===== src/rtl/pc_sequencer.sv =====
// PC sequencer for the 9-bit CPU: owns pc, runs fetch/exec,
// resolves relative branches and counts retired instructions.
module pc_sequencer #(
  parameter int CNT_W = 16
) (
  input  logic             clk,
  input  logic             reset,
  input  logic             start,
  output logic             imem_req,
  output logic [7:0]       imem_addr,
  input  logic             imem_ack,
  input  logic [8:0]       instr,
  output logic [8:0]       ir,
  input  logic [1:0]       br_type,
  input  logic             br_dir,
  input  logic [3:0]       br_off,
  input  logic [7:0]       r_val,
  input  logic             halt_i,
  input  logic             stall,
  output logic [7:0]       pc,
  output logic             exec_valid,
  output logic             busy,
  output logic             halted,
  output logic [CNT_W-1:0] retired
);

  localparam logic [1:0] S_IDLE  = 2'd0;
  localparam logic [1:0] S_FETCH = 2'd1;
  localparam logic [1:0] S_EXEC  = 2'd2;
  localparam logic [1:0] S_HALT  = 2'd3;

  logic [1:0] state;
  logic       taken;
  logic [7:0] off;
  logic [7:0] br_pc;
  logic [7:0] next_pc;

  always_comb begin
    taken = 1'b0;
    unique case (br_type)
      2'b00: taken = 1'b0;
      2'b01: taken = 1'b1;
      2'b10: taken = (r_val == 8'd0);
      2'b11: taken = (r_val != 8'd0);
      default: taken = 1'b0;
    endcase
  end

  // offset is stored in half units; arithmetic wraps mod 256
  assign off     = {3'b000, br_off, 1'b0};
  assign br_pc   = br_dir ? (pc - off) : (pc + off);
  assign next_pc = taken ? br_pc : (pc + 8'd1);

  assign imem_req   = (state == S_FETCH);
  assign imem_addr  = pc;
  assign exec_valid = (state == S_EXEC) && !stall;
  assign busy       = (state == S_FETCH) || (state == S_EXEC);
  assign halted     = (state == S_HALT);

  always_ff @(posedge clk) begin
    if (reset) begin
      state   <= S_IDLE;
      pc      <= 8'd0;
      ir      <= 9'd0;
      retired <= '0;
    end else begin
      case (state)
        S_IDLE, S_HALT: begin
          if (start) begin
            state   <= S_FETCH;
            pc      <= 8'd0;
            retired <= '0;
          end
        end
        S_FETCH: begin
          if (imem_ack) begin
            ir    <= instr;
            state <= S_EXEC;
          end
        end
        S_EXEC: begin
          if (!stall) begin
            if (retired != '1)
              retired <= retired + CNT_W'(1);
            if (halt_i) begin
              state <= S_HALT;
            end else begin
              pc    <= next_pc;
              state <= S_FETCH;
            end
          end
        end
        default: state <= S_IDLE;
      endcase
    end
  end

endmodule


===== config.mk =====
export PLATFORM = sky130hd
export DESIGN_NAME = pc_sequencer
export DESIGN_NICKNAME = d
export VERILOG_FILES = /design/src/rtl/pc_sequencer.sv
export SDC_FILE = /design/constraint.sdc
export NUM_CORES = 1
export LEC_CHECK = 0
export BUFFER_PORTS_ARGS = -buffer_cell sky130_fd_sc_hd__buf_2
export CORE_MARGIN = 3
export CORE_UTILIZATION = 35
export DETAILED_ROUTE_END_ITERATION = 10
export GPL_TIMING_DRIVEN = 0
export SETUP_SLACK_MARGIN = 0.3
export SYNTH_ARGS = -nofsm -noshare
export SYNTH_HDL_FRONTEND = slang
export SYNTH_SLANG_ARGS = --single-unit

===== constraint.sdc =====
create_clock -name clk -period 2.7 [get_ports clk]
set_clock_uncertainty 0.15 [all_clocks]
set_input_delay 0.405 -clock clk [delete_from_list [all_inputs] [get_ports clk]]
set_output_delay 0.405 -clock clk [all_outputs]
set_load 0.02 [all_outputs]

==> summary by stage, run 1 <==
Status
The run finished with clean final reports.

Synth
The yosys synthesis warning count is 0. The share of synthesized registers carrying an async set or reset is 0. The total nets after synthesis is 320.

Summing every instance area after synthesis gives about 0.0024 sq mm. The number of different library cells in the post-synthesis netlist is 55. The cell count after synthesis came out at between 200 and 300. The number of flops mapped to enable cells by yosys is 0. Sorting the synthesized cells by area gives the leading types as sky130_fd_sc_hd__dfxtp_1, sky130_fd_sc_hd__ha_1, sky130_fd_sc_hd__xnor2_1.

The proportion of synthesized chip area in sequential cells is 0.292. The share of synthesized area in the top cell type comes to 0.292. Among all flip-flop cells after synthesis, the most frequent one is sky130_fd_sc_hd__dfxtp_1. After synthesis the netlist holds a flip-flop and latch count of 35. Averaged over all synthesized cells, the footprint is 8.68 sq um. The post-synthesis cell type with the largest combined area is sky130_fd_sc_hd__dfxtp_1.

Power
VDD sags by at most ~0.00028 V. For this design the static power due to leakage is about 1.3 nW. Dividing total power by cell area gives a power density of just over 400 mW/mm^2.

Floorplanning
The row count is 29. The I/O pin count is 75. The vertical die dimension is 88.7 um. The area of the die is 0.00787 sq mm. The core region area is 0.00649 sq mm.

The die extent in x is about 90 um. The initial utilization of the core area, before any placement, comes to 0.369.

Route
The final route contains about 2200 vias. The via density per instance is approximately 5.0. The post-detailed-routing wire length is ~5600 um. The DRC violations left is 0. The number of iterations in the first detailed-routing pass is 4. In the final routed layout, each cell accounts on average for between 10 and 15 um. After the first detailed-routing iteration, the DRC count stood at just under 100.

The number of nets with antenna violations after detailed routing is 0.

Finish
The number of antenna diodes in the final layout is 0. In the final design database the tool counted 400 nets. Leaving out fill and tap cells, the most frequent cells in the layout are sky130_fd_sc_hd__buf_2, sky130_fd_sc_hd__dfxtp_1, sky130_fd_sc_hd__nor2_1, sky130_fd_sc_hd__nand3_1, sky130_fd_sc_hd__nand2_1.

Fill cells in the final layout number about 670. For this run, the share of the core covered by cells in the final layout is 0.456. Compared with the post-synthesis result, the final layout area differs by 23.6%.

Registers take between 700 and 800 sq um. The library cell used most frequently in the layout, excluding fill and tap cells, is sky130_fd_sc_hd__buf_2. In the final layout, the share of cells above drive strength 1 is 0.353. In the final layout, the multi-input gates occupy 0.00154 sq mm.

Timing
The hold violation count in the final report is 0. The transition time at the pin with the least slew margin is ~0.49 ns. Hold timing on the final database bottoms out at a slack of ~0.22 ns. The number of slew-limit violations in the final report is 0. The shortest clock period the worst path allows after layout is roughly 2.2 ns.

Setup violations remaining at the end of the flow were counted as 0. The tightest slew margin relative to the limit is 0.669. Setup repair after global routing left no endpoint under its margin. Of the available clock period, the critical path in the final layout requires 0.824. Setup total negative slack on the finished layout was measured at 0 ns. Derived from the worst setup path, the maximum achievable clock frequency is roughly 450 MHz.

Worst setup path
The worst path arrival time is approximately 2.2 ns. Tracing the worst setup path back leads to its startpoint at br_off[0]. The category of the worst setup path launch point is a primary input. Of all nets on the critical path, the largest fanout is 3. The startpoint of the most critical register-to-register path is state[0]. For the worst setup path, the data required time is around 2.7 ns. The worst setup path is captured at a flop. The path type of the worst setup path is in2reg.

Global route
The number of antenna violations at the first check in global routing is 0. For this run, the total global-route usage over all layers was measured as 0.157. The wire length of the first global-routing pass is slightly below 10000 um. The number of global-route vias before repair is about 2200. The maximum number of pins on one net before global-route repair is 11. The total grt overflow is 0.

Hold path
The start point of the worst min-delay path is instr[2]. The worst hold path belongs to the class in2reg.

Clock network
For the worst-skew pair, the clock arrives at the later sink with an insertion delay of approximately 0.28 ns. The clock root buffer is sky130_fd_sc_hd__clkbuf_8. In this run the post-CTS setup repair buffer count came out at 0. The number of CTS-inserted buffers is 5. After clock tree synthesis, the flow added hold-fix buffers numbering 0. The clock slew seen by the registers of the worst setup and hold paths is 0.07 ns. The H-tree level count is 2. The clock passes through at most 2 buffers. TritonCTS built the clock tree.

The number of resized instances in the post-cts repair step is 0. The clock net in this run drives a total of 35 sinks.

Placed design
Buffers placed on the I/O ports in this run total 73. Once detailed placement completed, the half-perimeter wirelength came to 4450 um. The final estimated routing congestion in global placement is slightly below 0.8.

Flow run
Across the run, the number of max-cap violations was 0.
-- worst max-delay path, cell delays in order --
cell	delay, ns
sky130_fd_sc_hd__buf_2	0.11
sky130_fd_sc_hd__inv_1	0.06
sky130_fd_sc_hd__ha_1	0.28
sky130_fd_sc_hd__mux2_2	0.30
sky130_fd_sc_hd__inv_1	0.06
sky130_fd_sc_hd__ha_1	0.21
sky130_fd_sc_hd__nor2b_1	0.14
sky130_fd_sc_hd__o31a_1	0.26
sky130_fd_sc_hd__o22ai_1	0.17
sky130_fd_sc_hd__xor2_1	0.18
sky130_fd_sc_hd__o21ai_1	0.07
-- final timing paths --
| check | end | slack, ns | cells after the start |
|---|---|---|---|
| setup / recovery | imem_addr[6] | 0.47 | 11 |
| hold / removal | ir[2] | 0.22 | 3 |
| setup reg to reg | retired[13] | 0.52 | 8 |
| hold reg to reg | ir[0] | 0.31 | 2 |
-- Yosys cell counts, drive strengths merged (4+ instances only) --
master	count
dfxtp	35
inv	13
buf	12
a211oi	4
nand3	24
nor2	30
a21oi	20
clkbuf	5
nand2	24
nand4	4
mux2i	5
and3	4
nor4	6
a2111oi	5
ha	13
xnor2	18
o21ai	7
-- metrics by stage --
| stage | total power, mW | cells | setup WS, ns | area [sq um] |
|---|---|---|---|---|
| finish | 1.20 | 434 | 0.475 | 2960 |
| global route | 1.28 | 434 | 0.348 | 2960 |
| CTS | 1.21 | 434 | 0.374 | 2940 |
| detailed placement | 0.834 | 426 | 0.0757 | 2860 |
| global placement | 0.831 | 426 | 0.0899 | 2860 |
| floorplan | 0.750 | 276 | 0.387 | 2400 |
-- layout make-up --
| class | instances | area share |
|---|---|---|
| clock buffer | 7 | 0.0258 |
| sequential | 35 | 0.237 |
| clock inverter | 1 | 0.00169 |
| timing repair buffer | 73 | 0.123 |
| inverter | 13 | 0.0165 |
| multi-input combinational | 211 | 0.521 |
| buffer | 17 | 0.0418 |
| tap | 77 | 0.0325 |
-- sequential cells by signal, indices dropped and copies added (netlist names) --
| register | flops |
|---|---|
| retired | 16 |
| ir | 9 |
| imem_addr | 8 |
| state | 2 |
-- cell families after synthesis --
group	after synthesis	share of synthesized area
xor+xnor	21	0.0768
flops	35	0.292
buf+inv	30	0.0721
fa+ha+maj	14	0.0762
simple gates	114	0.267
mux	7	0.0355
compound gates	55	0.180
-- metal layers --
metal / GRT usage / vias up / share of wire
met2: 0.256 / 60 / 0.46
met5: 0 / - / 0
met1: 0.196 / 988 / 0.47
met4: 0.0412 / 0 / 0.0053
li1: - / 1135 / -
met3: 0.0540 / 2 / 0.067
-- power by group --
part	leakage, nW	total (mW)	internal (mW)	switching [mW]
combinational	0.976	0.286	0.111	0.174
clock	0.0422	0.369	0.181	0.188
sequential	0.283	0.541	0.530	0.0106
Note: power is estimated with default switching activity, not from simulation.
==> run 2, diff against run 1 <==
--- a/config.mk
+++ b/config.mk
@@ -5,6 +5,7 @@
 export SDC_FILE = /design/constraint.sdc
 export NUM_CORES = 1
 export LEC_CHECK = 0
+export ABC_AREA = 1
 export BUFFER_PORTS_ARGS = -buffer_cell sky130_fd_sc_hd__buf_2
 export CORE_MARGIN = 3
 export CORE_UTILIZATION = 35
==> constraint.sdc (replaced) <==
create_clock -name clk -period 2.3 [get_ports clk]
set_clock_uncertainty 0.15 [all_clocks]
set_input_delay 0.345 -clock clk [delete_from_list [all_inputs] [get_ports clk]]
set_output_delay 0.345 -clock clk [all_outputs]
set_load 0.02 [all_outputs]
==> run 2 against run 1 <==
  * Flip-flop and latch count unchanged
  * Largest cell class unchanged
  * Critical path depth up 4
  * Worst hold slack worse by 0.063 ns
  * Die area up 6.6%
  * Synthesized area up 7.1%
  * Synthesized cell count up 48%
==> summary by stage, run 2 <==
Status
The run finished with clean final reports.

Finish
The number of flip-flops in the largest register is 16 (unchanged). The number of diodes added for antenna fixing is 0 (unchanged). The post-route cell area came to 0.00343 sq mm (+16%). The fraction of layout instances using a drive strength above 1 is 0.303 (-0.0500).

In the layout the commonest cells are sky130_fd_sc_hd__nand2_1, sky130_fd_sc_hd__buf_2, sky130_fd_sc_hd__nor2_1, sky130_fd_sc_hd__inv_1. The layout overhead on the synthesized area is 33.8%. The library cell used most frequently in the layout, excluding fill and tap cells, is sky130_fd_sc_hd__nand2_1. The number of nets at the end of the flow is 548 (+37%). The number of inserted filler cells in the final layout is 729 (+9.3%). retired holds more flip-flops than any other register.

Route
The total vias in the final route is 2865 (+31%). The via density per instance is 4.77 (-5.3%). The average detailed-routed wire length per instance is 11.9 um (-8.5%). The number of nets with antenna violations after detailed routing is 0 (unchanged). The post-detailed-routing wire length is 7160 um (+27%). The number of iterations in the first detailed-routing pass is 5 (+1). The first-iteration detailed-routing DRC count is 122 (+24%). The DRC violations left is 0 (unchanged).

Power
The switching part of the total is 0.434 (+0.122). The part of the total power dissipated in the clock network is 0.177 (-0.132). The total power is 2.83 mW (+140%). The standby leakage power is 1.59 nW (+22%). The switching power is 1.23 mW (+230%). The highest ir drop seen on vdd is 0.000561 V (+100%). The proportion of power drawn by flip-flops and latches was 0.277 (-0.175). The internal power contribution is 1.60 mW (+95%). The power density over cell area came to 823 mW/mm^2 (+100%).

The combinational fraction of design power is 0.546 (+0.307).

Floorplanning
The core region area is 0.00694 sq mm (+6.9%). The die extent in x is 91.6 um (+3.3%). The starting density of the core is 0.370 (+0.000642). The vertical die dimension is 91.6 um (+3.3%). The area of the die was 0.00840 sq mm (+6.6%). The row count came to 30 (+3.4%).

The I/O pin count is 75 (unchanged).

Synth
The yosys synthesis warning count is 0 (unchanged). The number of different library cells in the post-synthesis netlist is 33 (-40%). The share of Yosys cell area claimed by the top area cell type is 0.273 (-0.0194). In the synthesized netlist, the cells that appear most often are sky130_fd_sc_hd__nand2_1, sky130_fd_sc_hd__nor2_1, sky130_fd_sc_hd__inv_1. The mean post-synth cell area is 6.29 sq um (-28%). The most common flop cell mapped by yosys is sky130_fd_sc_hd__dfxtp_1. The proportion of synthesized chip area in sequential cells was 0.273 (-0.0194).

The synthesized area was 0.00257 sq mm (+7.1%). The number of flops mapped to enable cells by yosys was 0 (unchanged). The post-synthesis cell type with the largest combined area is sky130_fd_sc_hd__dfxtp_1. The total nets after synthesis is 452 (+41%). The number of flip-flops and latches in the synthesized netlist is 35 (unchanged). The cell count after synthesis was 408 (+48%).

The share of synthesized registers carrying an async set or reset is 0 (unchanged). By instance count, the leading cell after synthesis is sky130_fd_sc_hd__nand2_1. After synthesis, the cell types taking the most area are sky130_fd_sc_hd__dfxtp_1, sky130_fd_sc_hd__nand2_1, sky130_fd_sc_hd__nor2_1.

Global route
The maximum number of pins on one net before global-route repair is 11 (unchanged). The wire length of the first global-routing pass was 11900 um (+22%). The total grt overflow came to 0 (unchanged). The number of global-route vias before repair is 2633 (+20%). The number of antenna violations at the first check in global routing is 0 (unchanged). The total global-route track usage is 0.171 (+0.0147).

Clock network
The number of buffers on the longest clock path is 2 (unchanged). The CTS sink count came to 35 (unchanged). Clock tree synthesis selected as its root buffer the cell sky130_fd_sc_hd__clkbuf_8. The clock insertion delay at the later pin of the skew report is 0.29 ns (about the same).

The number of CTS-inserted buffers is 5 (unchanged). TritonCTS built the clock tree. The clock slew seen by the registers of the worst setup and hold paths is 0.07 ns (about the same). The H-tree level count was 2 (unchanged).

Placed design
The final estimated routing congestion in global placement was 0.849 (+7.5%). The detailed placement HPWL is 5300 um (+19%). The placed instance area is 0.00306 sq mm (+7.0%). The count of port buffers added during placement came to 74 (+1.4%).

Hold path
The path class of the tightest hold or removal check is in2reg.

Timing
The upper clock frequency limit is approximately 520 MHz. The setup-violating endpoint count in the final report is 0 (unchanged). Dividing the final minimum period by the clock period gives 0.838. The worst-case hold slack is 0.153 ns (-0.0632 ns).

The shortest clock period the worst path allows after layout is 1.93 ns. The transition time at the pin with the least slew margin is 0.584 ns (+0.0908 ns). The tightest slew margin relative to the limit is 0.611 (-0.0580). Setup repair after global routing could not meet its margin everywhere.

The number of slew-limit violations in the final report came to 0 (unchanged). The hold violation count in the final report is 0 (unchanged).

Worst setup path
The category of the worst setup path launch point is a primary input. The worst path arrival time came to 1.94 ns (-0.30 ns). The largest fanout of any net on the critical path was 4 (+1). The setup path with the least slack is of type in2reg.

The critical path required time is 2.31 ns (-0.41 ns). STA classifies the critical path endpoint as a flop.

Flow run
The max-cap check violation count is 0 (unchanged).
==> run 2: changes by cell type in the layout (fill, tap and decap cells not counted), moves of 5 or more <==
| cell | previous run | this run |
|---|---|---|
| sky130_fd_sc_hd__a21oi_1 | 18 | 25 |
| sky130_fd_sc_hd__inv_1 | 12 | 43 |
| sky130_fd_sc_hd__nand4_1 | 2 | 10 |
| sky130_fd_sc_hd__nor3_1 | 3 | 9 |
| sky130_fd_sc_hd__nand2_1 | 24 | 95 |
| sky130_fd_sc_hd__nor2_1 | 29 | 59 |
| sky130_fd_sc_hd__o21ai_0 | 4 | 16 |
| sky130_fd_sc_hd__nand3_1 | 24 | 31 |
| sky130_fd_sc_hd__nand2_2 | 0 | 5 |
| sky130_fd_sc_hd__xor2_1 | 3 | 9 |
| sky130_fd_sc_hd__inv_2 | 1 | 8 |
| sky130_fd_sc_hd__xnor2_1 | 18 | 2 |
| sky130_fd_sc_hd__buf_4 | 8 | 23 |
==> run 2: worst max-delay path: stages <==
cell                      delay (ns)
sky130_fd_sc_hd__buf_6          0.10
sky130_fd_sc_hd__inv_4          0.06
sky130_fd_sc_hd__ha_4           0.14
sky130_fd_sc_hd__o21ai_2        0.05
sky130_fd_sc_hd__a21oi_1        0.11
sky130_fd_sc_hd__a21oi_1        0.05
sky130_fd_sc_hd__ha_1           0.37
sky130_fd_sc_hd__a21oi_2        0.19
sky130_fd_sc_hd__nand2_2        0.10
sky130_fd_sc_hd__nand2_2        0.08
sky130_fd_sc_hd__nand2_1        0.05
sky130_fd_sc_hd__nand2_1        0.06
sky130_fd_sc_hd__nand3_1        0.07
sky130_fd_sc_hd__nand3_1        0.10
sky130_fd_sc_hd__a21oi_1        0.06
==> run 2: worst paths after layout <==
kind / start / endpoint / slack (ns) / depth (start not counted)
hold / removal: instr[4] / ir[4] / 0.15 / 3
hold reg to reg: ir[6] / ir[6] / 0.34 / 2
setup / recovery: br_off[1] / imem_addr[6] / 0.37 / 15
setup reg to reg: imem_addr[1] / imem_addr[5] / 0.42 / 8
==> run 2: cell families after synthesis <==
logic type,after synthesis,synth area share
XOR/XNOR,11,0.0375
flip-flops,35,0.273
AND/OR/NAND/NOR,223,0.381
adder cells (fa/ha/maj),14,0.0712
AO/OA/AOI/OAI,56,0.120
buffers and inverters,69,0.117
==> run 2: layout make-up <==
type / count / area (sq um) / share of cell area
Multi-Input combinational cell: 304 / 1680 / 0.489
Sequential cell: 35 / 708 / 0.206
Timing Repair Buffer: 89 / 502 / 0.146
Inverter: 54 / 208 / 0.0605
Tap cell: 96 / 120 / 0.0350
Buffer: 15 / 116 / 0.0339
Clock buffer: 8 / 100 / 0.0291
==> run 2: layer usage <==
layer | part of all wire | global-route usage | vias up
li1 | - | - | 1497
met1 | 0.44 | 0.217 | 1287
met2 | 0.47 | 0.287 | 76
met3 | 0.075 | 0.0492 | 5
met4 | 0.0071 | 0.0402 | 0
met5 | 0 | 0 | -
==> run 2: what timing repair did <==
| item | CTS | global route |
|---|---|---|
| pin swaps | 1 | 16 |
| cloned | 0 | 0 |
| gates resized for setup | 16 | 36 |
| setup endpoints to repair | 25 | 24 |
| buffers inserted | 2 | 13 |
| hold buffers | 0 | 0 |
==> run 2: power by group through the flow <==
| stage | Clock, mW | Sequential [mW] | Combinational [mW] |
|---|---|---|---|
| 2_1_floorplan | 0 | 0.849 | 0.806 |
| 3_3_place_gp | 0 | 0.781 | 1.21 |
| 3_5_place_dp | 0 | 0.783 | 1.22 |
| 4_1_cts | 0.513 | 0.783 | 1.29 |
| 5_1_grt | 0.543 | 0.795 | 1.70 |
| 6_report | 0.501 | 0.784 | 1.54 |
==> run 2: per-stage QoR <==
step / utilization / instances / setup WS [ns] / setup TNS (ns)
after CTS: 0.465 / 588 / 0.276 / 0
after detailed placement: 0.441 / 578 / -0.0514 / -0.0802
final: 0.495 / 601 / 0.372 / 0
after floorplan: - / 408 / 0.300 / 0
after global routing: 0.495 / 601 / 0.258 / 0
after global placement: 0.441 / 578 / -0.0293 / -0.0293
